===== config.mk =====
export PLATFORM = sky130hd
export DESIGN_NAME = psp_unpacker
export DESIGN_NICKNAME = d
export VERILOG_FILES = /design/src/rtl/approx_adder_pkg.sv /design/src/rtl/psp_hold_reg.sv /design/src/rtl/psp_unpacker.sv
export SDC_FILE = /design/constraint.sdc
export NUM_CORES = 1
export LEC_CHECK = 0
export CORE_AREA = 5 5 62 120
export CTS_CLUSTER_SIZE = 12
export DETAILED_ROUTE_END_ITERATION = 7
export DIE_AREA = 0 0 67 125
export PLACE_DENSITY = 0.79
export SYNTH_ARGS = -nofsm -noshare
export SYNTH_HDL_FRONTEND = slang
export SYNTH_HIERARCHICAL = 1
export SYNTH_SLANG_ARGS = --single-unit

===== constraint.sdc =====
create_clock -name clk -period 3.2 [get_ports clk]
set_input_delay 0.64 -clock clk [delete_from_list [all_inputs] [get_ports clk]]
set_output_delay 0.64 -clock clk [all_outputs]
set_load 0.01 [all_outputs]

===== src/rtl/approx_adder_pkg.sv =====
// Shared types and constants for the approximate-adder serial/parallel converters (SSP packer, PSP unpacker).
package approx_adder_pkg;

  localparam int DOUT_WIDTH_DEFAULT = 8;
  localparam int LANE_BITS_DEFAULT  = 2;

  typedef enum logic [1:0] {
    EMPTY = 2'd0,
    BUSY  = 2'd1,
    FULL  = 2'd2
  } psp_state_t;

  function automatic int lane_count(input int lane_bits);
    return 1 << lane_bits;
  endfunction

endpackage


===== src/rtl/psp_hold_reg.sv =====
// One-entry valid+data holding register; holds the word waiting behind the active one.
import approx_adder_pkg::*;

module psp_hold_reg #(
  parameter int WIDTH = 32
) (
  input  logic             clk,
  input  logic             rst,
  input  logic             load,
  input  logic             clear,
  input  logic [WIDTH-1:0] d,
  output logic             valid,
  output logic [WIDTH-1:0] q
);

  // load wins over clear; the top never asserts both in the same cycle
  always_ff @(posedge clk) begin
    if (!rst) begin
      valid <= 1'b0;
      q     <= '0;
    end else if (load) begin
      valid <= 1'b1;
      q     <= d;
    end else if (clear) begin
      valid <= 1'b0;
    end
  end

endmodule


===== src/rtl/psp_unpacker.sv =====
// Wide-to-narrow unpacker: emits each wide word lane 0 first, with a pending slot for gapless streaming.
// Optional dout_last output is enabled by defining PSP_UNPACKER_LAST_EN.
import approx_adder_pkg::*;

module psp_unpacker #(
  parameter int DOUT_WIDTH = DOUT_WIDTH_DEFAULT,
  parameter int LANE_BITS  = LANE_BITS_DEFAULT,
  parameter int DIN_WIDTH  = (2**LANE_BITS) * DOUT_WIDTH
) (
  input  logic                  clk,
  input  logic                  rst,
  input  logic                  din_valid,
  input  logic [DIN_WIDTH-1:0]  din,
  output logic                  din_ready,
  output logic                  dout_valid,
  output logic [DOUT_WIDTH-1:0] dout,
  input  logic                  dout_ready
`ifdef PSP_UNPACKER_LAST_EN
  ,
  output logic                  dout_last
`endif
);

  localparam int   LANES  = lane_count(LANE_BITS);
  localparam int   LB     = (LANE_BITS > 0) ? LANE_BITS : 1;
  localparam logic [LB-1:0] LAST = LB'(LANES - 1);
  localparam logic SINGLE = (LANE_BITS == 0);

  psp_state_t state;
  logic [LB-1:0]         lane;
  logic [LB-1:0]         lane_inc;
  logic [DIN_WIDTH-1:0]  active;
  logic [DIN_WIDTH-1:0]  pend_data;
  logic                  pend_valid;
  logic [DOUT_WIDTH-1:0] next_lane_data;

  logic in_xfer, out_xfer, is_final, final_xfer;
  logic load_din, load_pend, go_empty, advance, pend_load;

  assign din_ready  = (state != FULL);
  assign in_xfer    = din_valid & din_ready;
  assign out_xfer   = dout_valid & dout_ready;
  assign is_final   = (lane == LAST);
  assign final_xfer = out_xfer & is_final;
  assign lane_inc   = lane + 1'b1;

  assign load_din  = in_xfer & ((state == EMPTY) | ((state == BUSY) & final_xfer));
  assign load_pend = (state == FULL) & pend_valid & final_xfer;
  assign go_empty  = (state == BUSY) & final_xfer & ~in_xfer;
  assign advance   = out_xfer & ~is_final;
  assign pend_load = (state == BUSY) & in_xfer & ~final_xfer;

  // Lane that becomes visible after a non-final transfer
  always_comb begin
    next_lane_data = '0;
    for (int k = 0; k < LANES; k++) begin
      if (lane_inc == LB'(k)) next_lane_data = active[k*DOUT_WIDTH +: DOUT_WIDTH];
    end
  end

  psp_hold_reg #(.WIDTH(DIN_WIDTH)) u_pending (
    .clk   (clk),
    .rst   (rst),
    .load  (pend_load),
    .clear (load_pend),
    .d     (din),
    .valid (pend_valid),
    .q     (pend_data)
  );

  always_ff @(posedge clk) begin
    if (!rst) begin
      state      <= EMPTY;
      lane       <= '0;
      active     <= '0;
      dout       <= '0;
      dout_valid <= 1'b0;
    end else if (load_din) begin
      active     <= din;
      lane       <= '0;
      dout       <= din[DOUT_WIDTH-1:0];
      dout_valid <= 1'b1;
      state      <= BUSY;
    end else if (load_pend) begin
      active     <= pend_data;
      lane       <= '0;
      dout       <= pend_data[DOUT_WIDTH-1:0];
      state      <= BUSY;
    end else if (go_empty) begin
      dout_valid <= 1'b0;
      state      <= EMPTY;
    end else begin
      if (advance) begin
        lane <= lane_inc;
        dout <= next_lane_data;
      end
      if (pend_load) state <= FULL;
    end
  end

`ifdef PSP_UNPACKER_LAST_EN
  // Tracks the same events as dout so it stays aligned under backpressure
  always_ff @(posedge clk) begin
    if (!rst)                        dout_last <= 1'b0;
    else if (load_din || load_pend)  dout_last <= SINGLE;
    else if (go_empty)               dout_last <= 1'b0;
    else if (advance)                dout_last <= (lane_inc == LAST);
  end
`endif

endmodule


==> results.txt <==
status - completed
Tot GR Track Use - 0.2137
vias per cell - 5.927
critical path startpoint - dout_ready
VDD IR max - 0.0004153 V
share of cells above drive strength 1 - 0.09242
r2r startpoint - lane[0]
Post-Syn Area - 3656 µm²
row cnt - 42
Reg clk slew, reported paths - 0.06 ns
HPWL Detailed - 5903 µm
Post-Syn Instances - 386
mux contribution to synthesized area - 0.08761
worst path cell trace - clkdlybuf4s50_1 -> and3_1 -> o21ai_4 -> nand2b_1 -> a311oi_1
crit path to - dout[7]
most common cell after layout, fill and taps aside - dfxtp_1
Crit Path Max Fanout - 18
fraction of the mapped netlist area in simple logic gates - 0.2033
first-pass GRT wire length - 14,020 µm
Post-CTS Setup Repair Bufs - 0
routability cong. - 0.8766
total gr overflow - 0
max-cap viol count - 0
Num CTS Buffers - 9
largest area contributor in the netlist - dfxtp_1
largest net degree at the start of global routing - 43
Post-route DRC - 0
setup TNS - 0 ns
startpoint types - primary input
R2R depth - 5
hold crit path type - reg -> reg
synthesized area per cell - 9.472 µm²
Synth area leaders - dfxtp_1 43%, mux2i_1 8.8%, nor2b_1 5.8%
Synth top area share - 0.4271
Die Width - 67 µm
Routed WL - 8599 µm
Resized cells post-CTS - 0
worst r2r dst - dout[7]
total of fill cells in the finished design - 521
Crit Path Category - in -> reg
Buf+Inv Stages, Crit Path - 1
number of port buffers - 45
leakage power - 0.001481 µW
worst slew pin tran - 0.5886 ns
Hold Vio Cnt, Final - 0
Die Ht - 125 µm
Antenna Nets Post-Route - 0
RSZ-0062 raised after global routing - false
CTS tree - built
H-tree lvl count - 3
die area - 8375 µm²
initial core utilization - 0.5656
Peak Freq - 446.9 MHz
P&R area growth vs syn - 19.82%
delay-heaviest family, CP - compound AO/OA/AOI/OAI gates
commonest cells after routing, fill and taps aside - 78 x dfxtp_1, 45 x clkdlybuf4s50_1, 34 x nor2b_1
clk_lat worst skew - 0.34 ns
clk_skew - 0.006398 ns
CP Capture Type - flip-flop
Antenna Cells - 0
CTS Buffer Depth - 2
multi-input combinational cell area - 1856 µm²
CP Data Arrival Time - 2.48 ns
adder-cell area share of the yosys netlist - 0.01711
Reg area - 1562 µm²
CP peak stage delay - 0.49 ns
power per cell area - 562.6 nW/µm²
Final Setup Violations - 0
relative slew slack - 0.6076
clk root buf - clkbuf_16
Synthesized Nets - 427
CTS hold repair buffers - 0
CP max stage cell - clkdlybuf4s50_1
initial antenna violation count - 0
vias in the first global route - 3,036
minimum clock period - 2.237 ns
compound-cell area share of the yosys netlist - 0.1913
core area - 6464 µm²
worst path required time - 3.45 ns
CTS sink count - 78
DP Worst Slack - 0.6456 ns
Synth cell types - 40
final layout net count - 459
Seq cells post-synth - 78
DRT Pass-1 Iters - 5
largest family of logic cells by synthesized area - simple AND/OR/NAND/NOR gates
vias - 3,023
Starting DRT DRC Count - 243
Wirelength per Cell - 16.86 µm
Yosys warnings - 6
final slew viol count - 0
Final Cycle Share - 0.6992
Levels on crit path - 5
setup ws final - 0.9626 ns
IO Pins - 46
setup slack, reg-to-reg - 1.10 ns
xor-xnor portion of the synthesized cell area - 0.004791
sequential cell area fraction in the yosys report - 0.4271
[cell families after synthesis]
kind of cell / Yosys count
simple gates: 137
compound gates: 91
flops: 78
buf+inv: 41
mux: 32
fa+ha+maj: 5
xor+xnor: 2
[per-layer routing]
| metal | GRT usage | vias to the layer above | routed length [µm] |
|---|---|---|---|
| met5 | 0 | - | 0 |
| met4 | 0.1017 | 0 | 240 |
| met3 | 0.04668 | 18 | 432 |
| met2 | 0.3643 | 97 | 4590 |
| met1 | 0.2436 | 1447 | 3337 |
| li1 | - | 1461 | - |
[tightest hold or removal path, delay by kind of cell, from the launching register on]
family / cells / cell delay, ns
flip-flops: 1 / 0.31
AND/OR/NAND/NOR: 1 / 0.06
AO/OA/AOI/OAI: 1 / 0.06
[where the power goes]
group	internal [µW]	switching, µW
Combinational	175	177
Sequential	1040	44.5
Clock	642	385
[worst min path at each step]
stage / cells past startpoint / slack (ns) / from / to
3_3_place_gp: 2 / 0.46 / active[2] / active[2]
4_1_cts: 2 / 0.47 / active[7] / active[7]
3_5_place_dp: 2 / 0.46 / active[17] / active[17]
2_1_floorplan: 2 / 0.44 / active[4] / active[4]
6_report: 2 / 0.47 / active[7] / active[7]
5_1_grt: 2 / 0.49 / active[7] / active[7]
[area by class of cell]
cell class	instances	share of cell area
clock inverter	3	0.009997
inverter	8	0.007998
sequential	78	0.3565
multi-input combinational	267	0.4236
tap	88	0.02514
timing repair buffer	54	0.1183
clock buffer	12	0.05855
[through the flow]
step	cell area (µm²)	std cells	util	hold WS [ns]	power, µW
floorplan	3656	386	-	0.4435	1322
global placement	4080	495	0.6312	0.4577	1440
detailed placement	4080	495	0.6312	0.4610	1453
CTS	4380	510	0.6777	0.4714	2469
global route	4380	510	0.6777	0.4856	2557
finish	4380	510	0.6777	0.4717	2464
[synth_stat cells, drive strengths merged]
| master | number |
|---|---|
| nand4 | 1 |
| a2bb2oi | 1 |
| a221o | 2 |
| xnor2 | 2 |
| nand2b | 2 |
| or2 | 1 |
| a211o | 2 |
| mux2i | 32 |
| nor2 | 16 |
| inv | 6 |
| clkinv | 2 |
| ha | 5 |
| buf | 16 |
| o21ai | 3 |
| nor2b | 34 |
| o31ai | 1 |
| nand3 | 29 |
| a311oi | 19 |
| a22oi | 21 |
| and3 | 1 |
| nand3b | 9 |
| or4bb | 2 |
| dfxtp | 78 |
| nand4bb | 4 |
| nand2 | 29 |
| o2111ai | 6 |
| clkbuf | 17 |
| o21a | 1 |
| a21oi | 34 |
| nor3 | 9 |
| a221oi | 1 |
[flip-flops by register name, indices dropped and copies added (netlist names)]
| name | count |
|---|---|
| state | 2 |
| active | 32 |
| u_pending/q | 32 |
| u_pending/valid | 1 |
| lane | 2 |
| dout | 8 |
| dout_valid | 1 |
(Power assumes the default switching activity.)
